[src/rtl/multi_channel_envelope_generator_pkg.sv]
// Shared constants, FSM encoding and seed/LFSR helpers for the
// multi-channel Ornstein-Uhlenbeck envelope generator.
package env_pkg;

  localparam int ONE    = 16384;
  localparam int HALF   = 8192;
  localparam int ONE_P5 = 24576;

  localparam logic [15:0] LFSR_MASK     = 16'hB400;
  localparam logic [15:0] SEED_MIX      = 16'h9E37;
  localparam logic [15:0] SEED_ZERO_SUB = 16'hACE1;

  typedef enum logic [1:0] {
    ST_IDLE,
    ST_SWEEP,
    ST_DONE
  } state_e;

  // An all-zero seed would lock the LFSR, so it is swapped for a fixed one.
  function automatic logic [15:0] mix_seed(input logic [15:0] base, input int unsigned k);
    logic [15:0] s;
    s = base ^ 16'(k * SEED_MIX);
    return (s == 16'h0000) ? SEED_ZERO_SUB : s;
  endfunction

  function automatic logic [15:0] lfsr_next(input logic [15:0] l);
    return l[0] ? ((l >> 1) ^ LFSR_MASK) : (l >> 1);
  endfunction

endpackage

[src/rtl/multi_channel_envelope_generator_ou_step.sv]
// Combinational single-channel OU update: LFSR advance, mean-reverting
// drift, scaled noise, then clamp to [env_min, env_max] with env_min winning.
module ou_step
  import env_pkg::*;
#(
  parameter int WIDTH       = 18,
  parameter int MEAN        = ONE,
  parameter int DRIFT_SHIFT = 8,
  parameter int NOISE_SHIFT = 15
) (
  input  logic signed [WIDTH-1:0] env_i,
  input  logic        [15:0]      lfsr_i,
  input  logic signed [WIDTH-1:0] tau_inv_i,
  input  logic signed [WIDTH-1:0] sigma_i,
  input  logic signed [WIDTH-1:0] env_min_i,
  input  logic signed [WIDTH-1:0] env_max_i,
  output logic signed [WIDTH-1:0] env_o,
  output logic        [15:0]      lfsr_o
);

  localparam int IW = 2 * WIDTH + 2;

  logic signed [IW-1:0] env_x;
  logic signed [IW-1:0] n_x;
  logic signed [IW-1:0] drift;
  logic signed [IW-1:0] noise;
  logic signed [IW-1:0] sum;
  logic signed [IW-1:0] clamped;

  always_comb begin
    lfsr_o  = lfsr_next(lfsr_i);
    env_x   = IW'(env_i);
    n_x     = IW'($signed(lfsr_o));
    drift   = ((IW'(MEAN) - env_x) * IW'(tau_inv_i)) >>> DRIFT_SHIFT;
    noise   = (n_x * IW'(sigma_i)) >>> NOISE_SHIFT;
    sum     = env_x + drift + noise;
    // NOTE: blocking reassignment is deliberate here; the max clamp must be
    // visible to the min clamp so that env_min wins when min > max.
    clamped = (sum > IW'(env_max_i)) ? IW'(env_max_i) : sum;
    clamped = (clamped < IW'(env_min_i)) ? IW'(env_min_i) : clamped;
    env_o   = WIDTH'(clamped);
  end

endmodule

[src/rtl/multi_channel_envelope_generator.sv]
// Time-multiplexed bank of NCH OU envelopes sharing one ou_step datapath;
// the sweep FSM walks one channel per cycle and publishes all channels at once.
module multi_channel_envelope_generator
  import env_pkg::*;
#(
  parameter int          WIDTH        = 18,
  parameter int          FRAC         = 14,
  parameter int          NCH          = 4,
  parameter int          MEAN         = ONE,
  parameter int          DRIFT_SHIFT  = 8,
  parameter logic [15:0] SEED_DEFAULT = 16'hACE1
) (
  input  logic                    clk,
  input  logic                    rst,
  input  logic                    clk_en,
  input  logic                    seed_load,
  input  logic        [15:0]      seed_base,
  input  logic signed [WIDTH-1:0] tau_inv,
  input  logic signed [WIDTH-1:0] sigma,
  input  logic signed [WIDTH-1:0] env_min,
  input  logic signed [WIDTH-1:0] env_max,
  input  logic                    freeze,
  output logic [NCH*WIDTH-1:0]    envelope,
  output logic                    env_valid,
  output logic                    busy,
  output logic                    overrun
);

  localparam int                   CW       = (NCH > 1) ? $clog2(NCH) : 1;
  localparam logic [CW-1:0]        LAST_CH  = CW'(NCH - 1);
  localparam logic [NCH*WIDTH-1:0] MEAN_VEC = {NCH{WIDTH'(MEAN)}};

  state_e                  state_q;
  logic [CW-1:0]           ch_q;
  logic                    frz_q;
  logic signed [WIDTH-1:0] env_q  [NCH];
  logic        [15:0]      lfsr_q [NCH];
  logic [NCH*WIDTH-1:0]    envelope_q;
  logic [NCH*WIDTH-1:0]    envelope_d;
  logic                    env_valid_q;
  logic                    busy_q;
  logic                    overrun_q;

  logic signed [WIDTH-1:0] step_env;
  logic        [15:0]      step_lfsr;

  // Noise term: Q15 LFSR sample times Q(FRAC) gain, rescaled back to Q(FRAC).
  ou_step #(
    .WIDTH       (WIDTH),
    .MEAN        (MEAN),
    .DRIFT_SHIFT (DRIFT_SHIFT),
    .NOISE_SHIFT (FRAC + 1)
  ) u_step (
    .env_i     (env_q[ch_q]),
    .lfsr_i    (lfsr_q[ch_q]),
    .tau_inv_i (tau_inv),
    .sigma_i   (sigma),
    .env_min_i (env_min),
    .env_max_i (env_max),
    .env_o     (step_env),
    .lfsr_o    (step_lfsr)
  );

  // Snapshot published on entry to DONE; the last channel is still in flight.
  always_comb begin
    envelope_d = '0;
    for (int k = 0; k < NCH; k++) begin
      envelope_d[k*WIDTH +: WIDTH] = env_q[k];
    end
    if (!frz_q) begin
      envelope_d[(NCH-1)*WIDTH +: WIDTH] = step_env;
    end
  end

  always_ff @(posedge clk or posedge rst) begin
    if (rst) begin
      state_q     <= ST_IDLE;
      ch_q        <= '0;
      frz_q       <= 1'b0;
      envelope_q  <= MEAN_VEC;
      env_valid_q <= 1'b0;
      busy_q      <= 1'b0;
      overrun_q   <= 1'b0;
      // NOTE: the env/LFSR arrays are flops feeding live outputs, not a RAM,
      // so every entry is reset to a known state.
      for (int k = 0; k < NCH; k++) begin
        env_q[k]  <= WIDTH'(MEAN);
        lfsr_q[k] <= mix_seed(SEED_DEFAULT, k);
      end
    end else if (seed_load) begin
      state_q     <= ST_IDLE;
      ch_q        <= '0;
      frz_q       <= 1'b0;
      envelope_q  <= MEAN_VEC;
      env_valid_q <= 1'b0;
      busy_q      <= 1'b0;
      overrun_q   <= 1'b0;
      for (int k = 0; k < NCH; k++) begin
        env_q[k]  <= WIDTH'(MEAN);
        lfsr_q[k] <= mix_seed(seed_base, k);
      end
    end else begin
      env_valid_q <= 1'b0;
      if (clk_en && busy_q) begin
        overrun_q <= 1'b1;
      end
      case (state_q)
        ST_IDLE: begin
          if (clk_en) begin
            state_q <= ST_SWEEP;
            ch_q    <= '0;
            frz_q   <= freeze;
            busy_q  <= 1'b1;
          end
        end
        ST_SWEEP: begin
          if (!frz_q) begin
            env_q[ch_q]  <= step_env;
            lfsr_q[ch_q] <= step_lfsr;
          end
          if (ch_q == LAST_CH) begin
            state_q     <= ST_DONE;
            envelope_q  <= envelope_d;
            env_valid_q <= 1'b1;
          end else begin
            ch_q <= ch_q + 1'b1;
          end
        end
        ST_DONE: begin
          state_q <= ST_IDLE;
          busy_q  <= 1'b0;
        end
        default: begin
          state_q <= ST_IDLE;
          busy_q  <= 1'b0;
        end
      endcase
    end
  end

  assign envelope  = envelope_q;
  assign env_valid = env_valid_q;
  assign busy      = busy_q;
  assign overrun   = overrun_q;

endmodule

[config.mk]
export PLATFORM = sky130hd
export DESIGN_NAME = multi_channel_envelope_generator
export DESIGN_NICKNAME = d
export VERILOG_FILES = /design/src/rtl/multi_channel_envelope_generator_pkg.sv /design/src/rtl/multi_channel_envelope_generator_ou_step.sv /design/src/rtl/multi_channel_envelope_generator.sv
export SDC_FILE = /design/constraint.sdc
export NUM_CORES = 2
export LEC_CHECK = 0
export ABC_AREA = 1
export ABC_CLOCK_PERIOD_IN_PS = 18700
export BUFFER_PORTS_ARGS = -buffer_cell sky130_fd_sc_hd__buf_2
export CORE_UTILIZATION = 30
export CTS_CLUSTER_SIZE = 20
export DETAILED_ROUTE_END_ITERATION = 7
export GPL_ROUTABILITY_DRIVEN = 0
export PLACE_DENSITY = 0.45
export SYNTH_ARGS = -nofsm -noshare
export SYNTH_HDL_FRONTEND = slang
export SYNTH_SLANG_ARGS = --single-unit
[constraint.sdc]
create_clock -name clk -period 18.7 [get_ports clk]
set_clock_uncertainty 0.1 [all_clocks]
set_input_delay 1.87 -clock clk [delete_from_list [all_inputs] [get_ports clk]]
set_output_delay 1.87 -clock clk [all_outputs]
set_load 0.01 [all_outputs]
==> impl_metrics.toml <==
[worst_setup_path]
rr_worst_depth = 78
cpMostUsedCell = "nand2_1"
path_max_fanout = 41
r2r_start = "ch_q[0]"
reg2reg_to = "envelope[63]"
worst_ep_required_time_ns = 19.00
max_stage_delay_ns = 0.66
crit_start = "ch_q[0]"
worstSetupEndpointType = "flip-flop"
crit_arrival_ns = 17.14
critPathKind = "reg -> reg"
crit_slowest_cell = "dfrtp_4"
r2r_setup_slack_ns = 1.86
cp-start-kind = "flip-flop"

[routing]
dr_total_vias = 30700
wl_per_cell_um = 19.5
via_per_inst = 4.78
detail-route-antenna-nets = 0
first_iter_violations = 2064
routed_wl_mm = 125
drcViolationCount = 0
drtPass1Iterations = 8

[synth]
synthFlopType = "dfrtp_1"
async_reset_ff_share_pct = 100
synthCells = 4691
synth_commonest_cells = "inv_1 (1,014), nand2_1 (931), fa_1 (636)"
synth_top_area_share_pct = 33.5
yosysMostFrequentCell = "inv_1"
syn-cell-area_um2 = 38000
synth_nets = 5723
ys_ff_latch = 216
yosys-top-cells-area = "fa_1 (34%), dfrtp_1 (12%), inv_1 (10%), ha_1 (10%), nand2_1 (9.2%)"
avgSynthCellArea_um2 = 8.10
ys_seq_area_share_pct = 14.4
synth_cell_types = 72
yosysWarnings = 0
synth_top_cell_by_area = "fa_1"
synth_edf_count = 0

[timing]
tns_ns = 0
maxSlewHeadroom_pct = 28.4
post-route-period-util_pct = 90.0
period_needed_ns = 16.84
rsz0062_at_grt = "false"
setup_slack_ns = 1.86
hold_viol = 0
worst_pin_slew_ns = 1.07
maxSlewViolCount = 0
max_freq_ghz = 0.0594
setup-violations-final = 0

[placement]
port_buffers = 167
pre_cts_ws_ns = 1.47
hpwl_mm = 102

[hold_path]
holdCritPathClass = "reg -> reg"
whs_path_depth = 2
min_to = "env_q[58]"
hp-start = "env_q[58]"

[die]
fp.coreArea_um2 = 126000
ios = 168
fp.dieW_um = 358
num_rows = 130
die_y_um = 358
initial_core_util_pct = 30.2
die_area_um2 = 128000

[finish]
multiInputGateArea_um2 = 27900
fin_nets = 5791
area_delta_synth_final_pct = 8.36
regArea_um2 = 5460
drive_gt1_share_pct = 7.75
n_fill_cell = 13600

[clocking]
cts_buffers = 22
clkLatencyLatePin_ns = 0.53
ctsHtreeMaxLevel = 1
cts_tree = "done"
postCtsResizedCells = 0
path_clk_slew_ns = 0.07
clock-root-buffer = "clkbuf_16"
cts_hold_buf = 0
clock_path_buffers = 3
post-cts-setup-buffer-count = 0
cts_sinks = 216

[grt]
grt_usage_pct = 19.7
overflow = 0
grt_start_max_net_pins = 86
grt_pass1_vias = 31900
antenna_found_initial = 2
grt_pass1_wl_mm = 194

[flow_run]
max_cap_viol_count = 0

[status]
status = "finished clean"
==> how the worst max path moves through the flow <==
| stage | cells past startpoint | slack, ns | end |
|---|---|---|---|
| 3_5_place_dp | 79 | 1.47 | envelope[67] |
| 6_report | 78 | 1.86 | envelope[63] |
| 3_3_place_gp | 79 | 1.78 | env_q[13] |
| 5_1_grt | 82 | 0.24 | env_q[9] |
| 4_1_cts | 79 | 1.36 | env_q[49] |
| 2_1_floorplan | 86 | 5.29 | envelope[54] |
==> per-stage QoR <==
step / instances / hold WS (ns) / area [um^2] / util [%]
2_1_floorplan: 4691 / 0.349 / 38000 / -
3_3_place_gp: 6385 / 0.366 / 40500 / 32.2
3_5_place_dp: 6385 / 0.365 / 40500 / 32.2
4_1_cts: 6424 / 0.384 / 41100 / 32.8
5_1_grt: 6424 / 0.403 / 41200 / 32.8
6_report: 6425 / 0.380 / 41200 / 32.8
==> critical path, delay by kind of cell, from the launching register on <==
family | cells | cell delay [ns]
and+or+nand+nor | 33 | 5.00
buffers and inverters | 11 | 1.88
xor gates and xnor gates | 2 | 0.31
AOI/OAI and AO/OA | 20 | 4.16
adders and majority gates | 12 | 4.58
DFF | 1 | 0.66
==> cell usage in the layout (no fill, tap or decap), types with 6 or more instances in the layout <==
cell / instances
a21oi_1: 191
nand2_1: 931
xor2_1: 77
nand4_1: 29
dfrtp_1: 177
nor3_1: 21
nand3_1: 132
inv_2: 20
xnor2_1: 46
clkbuf_16: 23
a21o_1: 12
a211oi_1: 6
o211ai_1: 33
o21ai_1: 14
o21bai_1: 7
clkbuf_1: 8
nor2_1: 437
nor2_2: 21
a32oi_1: 14
fa_1: 636
a22o_1: 34
clkinv_1: 19
a31oi_1: 27
inv_1: 1012
o221ai_1: 25
buf_4: 29
a22oi_1: 19
dfstp_2: 38
o21ai_0: 155
or2_2: 8
nand2_2: 15
o21a_1: 9
ha_1: 303
buf_2: 167
==> final cells by class <==
type | count | share of cell area [%]
clock buffers | 32 | 1.50
repair buffers | 196 | 2.56
clock inverters | 7 | 0.116
multi-input cells | 3267 | 67.8
diodes | 1 | 0.00608
inverters | 1056 | 9.70
well taps | 1650 | 5.02
flip-flops and latches | 216 | 13.3
==> routing by layer <==
| metal | part of all wire, % | vias to the layer above | GRT usage (%) | wire length [um] |
|---|---|---|---|---|
| met1 | 47 | 15400 | 28.4 | 58500 |
| met5 | 0.011 | - | 0 | 14 |
| met2 | 46 | 740 | 31.6 | 57000 |
| met4 | 2.3 | 2 | 3.86 | 2830 |
| li1 | - | 14400 | - | - |
| met3 | 5.3 | 134 | 2.60 | 6670 |
==> state kept, by name, indices dropped and copies added (netlist names) <==
register,cells
envelope,72
busy,1
lfsr_q,64
state_q,2
frz_q,1
ch_q,2
overrun,1
env_valid,1
env_q,72
==> kinds of logic after synthesis <==
logic type / after synthesis / share of synthesized area, %
buf+inv: 1208 / 12.3
fa+ha+maj: 939 / 43.5
xor+xnor: 125 / 2.95
flops: 216 / 14.4
compound gates: 585 / 9.62
simple gates: 1618 / 17.3
Power is not shown: default switching activity piles up to over one toggle a cycle in this logic, so the estimate is an artifact.
